==> src/rtl/proj_fm_ram_ctrl.sv <==
// proj_fm_ram_ctrl: fill/drain sequencer for the single-port projection
// feature-map RAM (ENTRIES x DATA_BITS, one-cycle registered read).
// A fill phase writes producer beats to addresses 0.. in order, then a drain
// phase reads them back to the consumer through a 2-entry output buffer.
// The buffer head is bypassed from the RAM read port when empty, so the first
// beat appears one cycle after the drain starts and a ready consumer sees one
// beat per cycle.
// Optional feature macro: PROJ_FM_CTRL_REPLAY_EN (re-drain the retained
// contents from IDLE without a refill).
module proj_fm_ram_ctrl #(
  parameter int ENTRIES   = 8,
  parameter int DATA_BITS = 8,
  parameter int ADDR_BITS = $clog2(ENTRIES)
) (
  input  logic                 in_clk,
  input  logic                 in_rst,
  input  logic                 in_start,
  input  logic                 in_abort,
  input  logic                 in_replay,
  input  logic                 in_wr_valid,
  input  logic [DATA_BITS-1:0] in_wr_data,
  input  logic                 in_wr_last,
  output logic                 out_wr_ready,
  output logic                 out_rd_valid,
  output logic [DATA_BITS-1:0] out_rd_data,
  output logic                 out_rd_last,
  input  logic                 in_rd_ready,
  output logic [ADDR_BITS-1:0] out_ram_addr,
  output logic                 out_ram_we,
  output logic [DATA_BITS-1:0] out_ram_wdata,
  input  logic [DATA_BITS-1:0] in_ram_rdata,
  output logic [ADDR_BITS:0]   out_count,
  output logic                 out_busy,
  output logic                 out_done
);

  typedef enum logic [1:0] {
    ST_IDLE  = 2'd0,
    ST_FILL  = 2'd1,
    ST_DRAIN = 2'd2
  } state_t;

  localparam logic [ADDR_BITS-1:0] LAST_ADDR = ADDR_BITS'(ENTRIES - 1);
  localparam logic [ADDR_BITS-1:0] ADDR_ONE  = {{(ADDR_BITS-1){1'b0}}, 1'b1};
  localparam logic [ADDR_BITS:0]   CNT_ONE   = {{ADDR_BITS{1'b0}}, 1'b1};
  localparam logic [ADDR_BITS:0]   CNT_ZERO  = {(ADDR_BITS+1){1'b0}};

  state_t state;
  state_t state_nxt;

  // Sequential datapath state
  logic [ADDR_BITS-1:0] waddr;
  logic [ADDR_BITS:0]   count;
  logic [ADDR_BITS:0]   raddr;          // next read index, 0..count
  logic                 inflight;       // read issued last cycle, data on in_ram_rdata now
  logic                 inflight_last;  // that read was for address count-1
  logic [DATA_BITS-1:0] fb_data [2];
  logic                 fb_last [2];
  logic                 rd_ptr;
  logic                 wr_ptr;
  logic [1:0]           occ;
  logic                 done;

  // Combinational control
  logic                 wr_beat;
  logic                 fill_end;
  logic                 head_valid;
  logic [DATA_BITS-1:0] head_data;
  logic                 head_last;
  logic                 pop;
  logic                 issue;
  logic                 push_buf;
  logic                 pop_buf;
  logic                 replay_go;
  logic [2:0]           avail;

  // Replay request qualifier; tied off when the feature is not built
  always_comb begin
`ifdef PROJ_FM_CTRL_REPLAY_EN
    replay_go = in_replay && (count != CNT_ZERO);
`else
    replay_go = in_replay & 1'b0;
`endif
  end

  // Handshake, buffer-head and read-issue decisions for the current cycle
  always_comb begin
    wr_beat  = (state == ST_FILL) && in_wr_valid;
    fill_end = wr_beat && (in_wr_last || (waddr == LAST_ADDR));

    head_valid = (state == ST_DRAIN) && ((occ != 2'd0) || inflight);
    if (occ != 2'd0) begin
      head_data = fb_data[rd_ptr];
      head_last = fb_last[rd_ptr];
    end else begin
      head_data = in_ram_rdata;
      head_last = inflight_last;
    end

    pop = head_valid && in_rd_ready;

    // Entries held or arriving, minus the one leaving this cycle
    avail = {1'b0, occ} + {2'b00, inflight} - {2'b00, pop};
    issue = (state == ST_DRAIN) && (raddr < count) && (avail < 3'd2);

    // A returning word that is consumed straight off the bypass is not stored
    push_buf = inflight && !((occ == 2'd0) && pop);
    pop_buf  = pop && (occ != 2'd0);
  end

  // State register
  always_ff @(posedge in_clk or posedge in_rst) begin
    if (in_rst) begin
      state <= ST_IDLE;
    end else begin
      state <= state_nxt;
    end
  end

  // Next-state logic; abort overrides every other request
  always_comb begin
    state_nxt = state;
    if (in_abort) begin
      state_nxt = ST_IDLE;
    end else begin
      case (state)
        ST_IDLE: begin
          if (in_start) begin
            state_nxt = ST_FILL;
          end else if (replay_go) begin
            state_nxt = ST_DRAIN;
          end else begin
            state_nxt = ST_IDLE;
          end
        end
        ST_FILL: begin
          if (fill_end) begin
            state_nxt = ST_DRAIN;
          end else begin
            state_nxt = ST_FILL;
          end
        end
        ST_DRAIN: begin
          if (pop && head_last) begin
            state_nxt = ST_IDLE;
          end else begin
            state_nxt = ST_DRAIN;
          end
        end
        default: state_nxt = ST_IDLE;
      endcase
    end
  end

  // Address counters, fill count, read tracking and output buffer
  always_ff @(posedge in_clk or posedge in_rst) begin
    if (in_rst) begin
      waddr         <= {ADDR_BITS{1'b0}};
      count         <= CNT_ZERO;
      raddr         <= CNT_ZERO;
      inflight      <= 1'b0;
      inflight_last <= 1'b0;
      rd_ptr        <= 1'b0;
      wr_ptr        <= 1'b0;
      occ           <= 2'd0;
      done          <= 1'b0;
      for (int i = 0; i < 2; i++) begin
        fb_data[i] <= {DATA_BITS{1'b0}};
        fb_last[i] <= 1'b0;
      end
    end else begin
      done <= 1'b0;
      if (in_abort) begin
        // Drop everything in flight; a beat accepted this cycle still counts
        inflight      <= 1'b0;
        inflight_last <= 1'b0;
        rd_ptr        <= 1'b0;
        wr_ptr        <= 1'b0;
        occ           <= 2'd0;
        if (wr_beat) begin
          waddr <= waddr + ADDR_ONE;
          count <= count + CNT_ONE;
        end
      end else begin
        case (state)
          ST_IDLE: begin
            if (in_start) begin
              waddr <= {ADDR_BITS{1'b0}};
              count <= CNT_ZERO;
              raddr <= CNT_ZERO;
            end else if (replay_go) begin
              raddr <= CNT_ZERO;
            end
          end
          ST_FILL: begin
            if (wr_beat) begin
              waddr <= waddr + ADDR_ONE;
              count <= count + CNT_ONE;
            end
            if (fill_end) begin
              raddr <= CNT_ZERO;
            end
          end
          ST_DRAIN: begin
            if (pop && head_last) begin
              done          <= 1'b1;
              inflight      <= 1'b0;
              inflight_last <= 1'b0;
              rd_ptr        <= 1'b0;
              wr_ptr        <= 1'b0;
              occ           <= 2'd0;
            end else begin
              inflight      <= issue;
              inflight_last <= issue && (raddr == (count - CNT_ONE));
              if (issue) begin
                raddr <= raddr + CNT_ONE;
              end
              if (push_buf) begin
                fb_data[wr_ptr] <= in_ram_rdata;
                fb_last[wr_ptr] <= inflight_last;
                wr_ptr          <= ~wr_ptr;
              end
              if (pop_buf) begin
                rd_ptr <= ~rd_ptr;
              end
              case ({push_buf, pop_buf})
                2'b10:   occ <= occ + 2'd1;
                2'b01:   occ <= occ - 2'd1;
                default: occ <= occ;
              endcase
            end
          end
          default: begin
            occ <= 2'd0;
          end
        endcase
      end
    end
  end

  // RAM port and stream outputs; address rests at 0 when idle
  always_comb begin
    out_ram_we    = 1'b0;
    out_ram_addr  = {ADDR_BITS{1'b0}};
    out_ram_wdata = {DATA_BITS{1'b0}};
    if (wr_beat) begin
      out_ram_we    = 1'b1;
      out_ram_addr  = waddr;
      out_ram_wdata = in_wr_data;
    end else if (issue) begin
      out_ram_addr = raddr[ADDR_BITS-1:0];
    end else begin
      out_ram_addr = {ADDR_BITS{1'b0}};
    end

    out_wr_ready = (state == ST_FILL);
    out_rd_valid = head_valid;
    if (head_valid) begin
      out_rd_data = head_data;
      out_rd_last = head_last;
    end else begin
      out_rd_data = {DATA_BITS{1'b0}};
      out_rd_last = 1'b0;
    end

    out_count = count;
    out_busy  = (state != ST_IDLE);
    out_done  = done;
  end

endmodule

==> config.mk <==
export PLATFORM = sky130hd
export DESIGN_NAME = proj_fm_ram_ctrl
export DESIGN_NICKNAME = d
export VERILOG_FILES = /design/src/rtl/proj_fm_ram_ctrl.sv
export SDC_FILE = /design/constraint.sdc
export NUM_CORES = 1
export LEC_CHECK = 0
export BUFFER_PORTS_ARGS = -buffer_cell sky130_fd_sc_hd__buf_4
export CORE_AREA = 2 2 85 87
export CTS_BUF_LIST = sky130_fd_sc_hd__clkbuf_8
export CTS_CLUSTER_DIAMETER = 60
export DETAILED_ROUTE_END_ITERATION = 10
export DIE_AREA = 0 0 87 89
export PLACE_DENSITY = 0.64
export SLEW_MARGIN = 20
export SYNTH_ARGS = -nofsm -noshare
export SYNTH_HDL_FRONTEND = slang
export SYNTH_SLANG_ARGS = --single-unit
==> constraint.sdc <==
create_clock -name in_clk -period 4.75 [get_ports in_clk]
set_input_delay 1.425 -clock in_clk [delete_from_list [all_inputs] [get_ports in_clk]]
set_output_delay 1.425 -clock in_clk [all_outputs]
set_load 0.01 [all_outputs]
==> impl_metrics.csv, run 1 <==
group,metric,value,unit
worst_setup_path,crit_arrival,3.31,ns
layout,fin_nets,330,
worst_setup_path,crit_path_end_kind,"output pin",
layout,seqCellArea,951,um2
sta,tightest_slew,0.758,ns
layout,drive_above_1_share,0.321,
power,pwr-share-seq,0.473,
power,p_comb_frac,0.213,
status,status,"finished, final reports clean",
layout,num_antenna_cells,0,
logic_synthesis,synth_edf_count,0,
cts,hold_buffers,0,
placement,placed_area,2830,um2
cts,htree_levels,2,
sta,hold_violations,0,
sta,fmax,0.211,GHz
global_route,antenna_found_initial,0,
global_route,grt_overflow_total,0,
layout,stdcell_count,376,
layout,fillCellCount,647,
power,intPower,532,uW
sta,slew_viol_final,0,
power,p_per_area,255,nW/um2
drt,drt_first_pass_iters,4,
drt,drt_iter0_drc,86,
layout,fin_area,2960,um2
logic_synthesis,synthArstFlopShare,1.00,
worst_setup_path,criticalPathCategory,"primary input to output pin",
power,vdd_ir_drop_max,0.0940,mV
layout,multi_input_area,1320,um2
power,p_leak,1.43,nW
drt,postRouteAntennaNets,0,
sta,clock_skew,0.00690,ns
sta,tns,0,ns
die,core_area,6720,um2
cts,cts-buffers-inserted,5,
cts,insertion_delay,0.29,ns
logic_synthesis,synth-main-ff-cell,"dfrtp_1",
die,io_pins,53,
sta,fin_crit_sh,0.997,
cts,clkTransAtPathRegs,0.07,ns
layout,mostFrequentLayoutCells,"55 x buf_4, 38 x dfrtp_1, 23 x nor2_1",
sta,grt_setup_unrepaired,"yes",
placement,dp.cells,367,
drt,routed_via_density,5.25,
global_route,track_usage,0.149,
drt,routed_wl,5550,um
power,switchingPower,223,uW
layout,area_growth,26.4,%
power,power.total,755,uW
sta,whs,0.507,ns
cts,cts_buffer_depth,2,
worst_setup_path,critPathMaxFanout,4,
worst_setup_path,worstPathRequired,3.32,ns
logic_synthesis,synthCells,241,
placement,dp_hpwl,3940,um
cts,cts_tree,"built",
logic_synthesis,synth.avg_cell_area,9.72,um2
global_route,grt_first_pass_wirelength,9140,um
global_route,grt_pass1_vias,1988,
worst_setup_path,worstSetupStartpoint,"in_rd_ready",
placement,gp_congestion,0.861,
logic_synthesis,ys_types,43,
die,die_y,89,um
sta,fin_crit,4.74,ns
logic_synthesis,synth_nets,276,
drt,vias,1975,
drt,wl_per_cell,14.8,um
cts,clockRootBuffer,"clkbuf_8",
worst_setup_path,timing.rr.start,"occ[1]",
power,sw_frac_of_total,0.295,
layout,final_common_cell,"buf_4",
job,maxCapViolCount,0,
power,clkPwrFrac,0.314,
sta,slew_headroom,0.491,
logic_synthesis,netlist_area,2340,um2
logic_synthesis,synth_seq_cells,38,
die,die_w,87,um
logic_synthesis,synth-seq-area-share,0.406,
sta,setup_viol,0,
worst_setup_path,crit_path_start_kind,"primary input",
die,initial_core_util,0.349,
worst_hold_path,holdCritStartpoint,"fb_data[14]",
global_route,grt_max_degree,39,
die,rows,30,
cts,clock_sinks,38,
logic_synthesis,yosysWarnings,0,
placement,port_buffers,51,
drt,drcViolationCount,0,
worst_hold_path,hp-class,"flop to flop",
die,die_area,7740,um2
## cell usage after synthesis, drive strengths merged, types with 3 or more instances
| master | instances | area (um2) |
|---|---|---|
| dfrtp | 38 | 951 |
| nor2 | 23 | 86.3 |
| mux2 | 18 | 203 |
| nand2 | 17 | 66.3 |
| o21ai | 14 | 70.1 |
| a211oi | 12 | 90.1 |
| and3 | 12 | 75.1 |
| a21oi | 11 | 55.1 |
| inv | 11 | 41.3 |
| ha | 10 | 125 |
| mux2i | 9 | 90.1 |
| clkbuf | 8 | 30.0 |
| nand3 | 6 | 30.0 |
| xnor2 | 6 | 52.6 |
| nor3 | 4 | 20.0 |
| xor2 | 4 | 35.0 |
| a22o | 3 | 26.3 |
| buf | 3 | 21.3 |
| nand2b | 3 | 18.8 |
| nand4 | 3 | 18.8 |
## power by group through the flow
stage | Combinational [mW] | Sequential (mW) | Clock (mW)
2_1_floorplan | 0.101 | 0.357 | 0
3_3_place_gp | 0.157 | 0.363 | 0
3_5_place_dp | 0.160 | 0.363 | 0
4_1_cts | 0.161 | 0.357 | 0.246
5_1_grt | 0.180 | 0.360 | 0.256
6_report | 0.161 | 0.357 | 0.237
## cells by family (layout without fill, tap and decap cells)
group | Yosys count | in the layout | synth area share
and+or+nand+nor | 82 | 82 | 0.188
AOI/OAI and AO/OA | 50 | 50 | 0.140
DFF | 38 | 38 | 0.406
muxes | 27 | 27 | 0.125
buffers and inverters | 23 | 78 | 0.0411
adders and majority gates | 11 | 11 | 0.0620
xor gates and xnor gates | 10 | 10 | 0.0374
## metrics by stage
stage               setup WS [ns]  utilization
floorplan                 0.00290            -
global placement           0.0163        0.422
detailed placement        -0.0128        0.422
CTS                       -0.0143        0.436
global route              -0.0901        0.441
finish                     0.0134        0.441
## cell type report
| type | instances | area share |
|---|---|---|
| Sequential cell | 38 | 0.321 |
| Multi-Input combinational cell | 180 | 0.447 |
| Inverter | 12 | 0.0152 |
| Tap cell | 80 | 0.0338 |
| Clock buffer | 6 | 0.0279 |
| Clock inverter | 2 | 0.00422 |
| Timing Repair Buffer | 58 | 0.151 |
## flip-flops by register name, indices dropped and copies added (netlist names)
| register | count |
|---|---|
| fb_data | 16 |
| out_count | 4 |
| raddr | 4 |
| waddr | 3 |
| fb_last | 2 |
| occ | 2 |
| state | 2 |
| inflight | 1 |
| inflight_last | 1 |
| out_done | 1 |
| rd_ptr | 1 |
| wr_ptr | 1 |
## per-layer routing
metal,global-route usage,vias to the layer above,part of all wire
li1,-,975,-
met1,0.184,959,0.44
met2,0.256,36,0.51
met3,0.0286,5,0.039
met4,0.0611,0,0.011
met5,0,-,0
## final timing paths
path	to	slack, ns	cells after the start
max	out_ram_addr[1]	0.01	11
min	fb_data[14]	0.51	1
max reg2reg	raddr[3]	1.71	11
min reg2reg	fb_data[14]	0.51	1
max in group asynchronous	fb_data[9]	3.15	3
min in group asynchronous	raddr[0]	1.26	3
## timing repair
item                                   CTS  global route
setup endpoints to repair                3             3
gates resized for setup                  0             5
pin swaps                                2             2
endpoints found under the hold margin    0             0
buffers inserted                         0             1
## worst max-delay path, cell delays in order
cell and delay [ns]:
buf_6 0.07, nand3b_1 0.09, nor2_1 0.12, ha_1 0.24, nand2b_4 0.14, fa_2 0.35, xor2_2 0.16, nor4b_4 0.24
and2_4 0.21, a22o_1 0.15, buf_6 0.10
Note: power is estimated with default switching activity, not from simulation.
==> run 2, diff against run 1 <==
Settings changed: CELL_PAD_IN_SITES_DETAIL_PLACEMENT set to 1, CELL_PAD_IN_SITES_GLOBAL_PLACEMENT set to 1, PLACE_DENSITY 0.64 to 0.78.
==> run 2 against run 1 <==
Against the previous run: the flow now finishes with violations (setup timing); largest cell class unchanged; clock skew down 0.00055 ns; global-route usage up 3.1 points; first-iteration DRC count down 24%; utilization up 2.2 points; critical path depth unchanged; worst hold slack better by 0.0029 ns.
==> impl_metrics.csv, run 2 (synthesized netlist as in run 1, its figures left out) <==
group,metric,value,unit
status,violations,"setup timing",
sta,hold_violations,0,
sta,slew_headroom,0.437,
placement,gp_congestion,0.886,
placement,dp_hpwl,4480,um
global_route,grt_overflow_total,0,
power,p_comb_frac,0.221,
drt,drcViolationCount,0,
sta,setup_viol,3,
global_route,grt_first_pass_wirelength,10900,um
layout,num_antenna_cells,0,
sta,clock_skew,0.00635,ns
status,status,"finished with violations",
cts,clock_sinks,38,
drt,routed_wl,6750,um
layout,fillCellCount,771,
placement,dp.cells,367,
power,p_per_area,247,nW/um2
layout,final_common_cell,"buf_4",
power,power.total,768,uW
cts,clkTransAtPathRegs,0.08,ns
sta,worst_slack,-0.0588,ns
power,intPower,536,uW
layout,area_growth,32.7,%
worst_setup_path,criticalPathCategory,"primary input to output pin",
drt,vias,2121,
cts,cts_tree,"built",
sta,tightest_slew,0.839,ns
drt,drt_first_pass_iters,4,
drt,wl_per_cell,17.1,um
layout,fin_nets,348,
power,vdd_ir_drop_max,0.118,mV
cts,cts_buffer_depth,2,
worst_hold_path,hp-class,"flop to flop",
die,io_pins,53,
layout,fin_area,3110,um2
cts,insertion_delay,0.29,ns
drt,routed_via_density,5.38,
power,p_leak,1.51,nW
sta,slew_viol_final,0,
sta,fin_crit,4.81,ns
worst_setup_path,timing.rr.start,"state[0]",
power,pwr-share-seq,0.467,
worst_setup_path,worstPathRequired,3.32,ns
layout,largest_register_ffs,16,
layout,largest_register,"fb_data",
worst_hold_path,holdCritStartpoint,"fb_data[14]",
placement,port_buffers,51,
sta,fmax,0.208,GHz
sta,fin_crit_sh,1.01,
cts,clockRootBuffer,"clkbuf_8",
layout,mostFrequentLayoutCells,"73 x buf_4, 38 x dfrtp_1, 22 x nor2_1",
placement,placed_area,2830,um2
layout,stdcell_count,394,
drt,postRouteAntennaNets,0,
power,clkPwrFrac,0.312,
die,core_area,6720,um2
cts,cts-buffers-inserted,5,
cts,htree_levels,2,
worst_setup_path,critPathMaxFanout,4,
global_route,antenna_found_initial,0,
job,maxCapViolCount,0,
cts,hold_buffers,0,
worst_setup_path,crit_path_end_kind,"output pin",
layout,drive_above_1_share,0.366,
placement,dpl_worst_slack,-0.0549,ns
die,die_y,89,um
power,sw_frac_of_total,0.302,
die,die_w,87,um
layout,final_util,0.463,
sta,grt_setup_unrepaired,"yes",
drt,drt_iter0_drc,65,
global_route,track_usage,0.180,
die,die_area,7740,um2
worst_setup_path,crit_arrival,3.38,ns
worst_setup_path,crit_path_start_kind,"primary input",
die,initial_core_util,0.349,
power,switchingPower,232,uW
die,rows,30,
global_route,grt_pass1_vias,2249,
worst_setup_path,worstSetupStartpoint,"in_rd_ready",
global_route,grt_max_degree,39,
[run 2: worst paths after layout]
check	to	slack [ns]	cells after the start
setup / recovery	out_ram_addr[2]	-0.06	11
min in group asynchronous	inflight_last	1.26	3
hold reg to reg	fb_data[14]	0.51	1
max in group asynchronous	fb_data[10]	3.14	3
hold / removal	fb_data[14]	0.51	1
setup reg to reg	fb_data[13]	0.62	23
[run 2: critical path, stage by stage]
cell and delay [ns]:
buf_8 0.07, nand3b_1 0.12, nor2_2 0.14, ha_1 0.25
nand2b_4 0.14, fa_2 0.36, xor2_2 0.16, nor4b_4 0.24
and2_4 0.21, a22o_1 0.15, buf_6 0.11
[run 2: layout make-up]
cell class | instances | area (um2) | area share
Multi-Input combinational cell | 180 | 1330 | 0.428
Sequential cell | 38 | 951 | 0.306
Timing Repair Buffer | 76 | 586 | 0.188
Tap cell | 80 | 100 | 0.0322
Clock buffer | 6 | 82.6 | 0.0266
Inverter | 12 | 45.0 | 0.0145
Clock inverter | 2 | 12.5 | 0.00403
[run 2: timing repair]
item	CTS	global route
hold endpoints to repair	0	0
pin swaps	3	2
setup endpoints to repair	3	17
resized for setup	4	5
setup buffers	18	1
[run 2: routing by layer]
metal	global-route usage	vias up	share of wire	wire length, um
met3	0.0295	9	0.021	145
met1	0.208	1083	0.42	2840
li1	-	1008	-	-
met2	0.337	21	0.54	3660
met5	0	-	0	0
met4	0.0639	0	0.015	104
[run 2: stage by stage]
step / setup TNS [ns] / hold WS, ns
after floorplan: 0 / 0.479
after global placement: -0.00981 / 0.486
after detailed placement: -0.116 / 0.494
after CTS: -0.0192 / 0.513
after global routing: -1.08 / 0.524
final: -0.139 / 0.510
[run 2: power by group through the flow]
stage               Clock (mW)  Combinational (mW)  Sequential (mW)
floorplan                    0               0.101            0.357
global placement             0               0.158            0.364
detailed placement           0               0.164            0.365
CTS                      0.240               0.170            0.359
global route             0.251               0.189            0.361
finish                   0.239               0.170            0.359
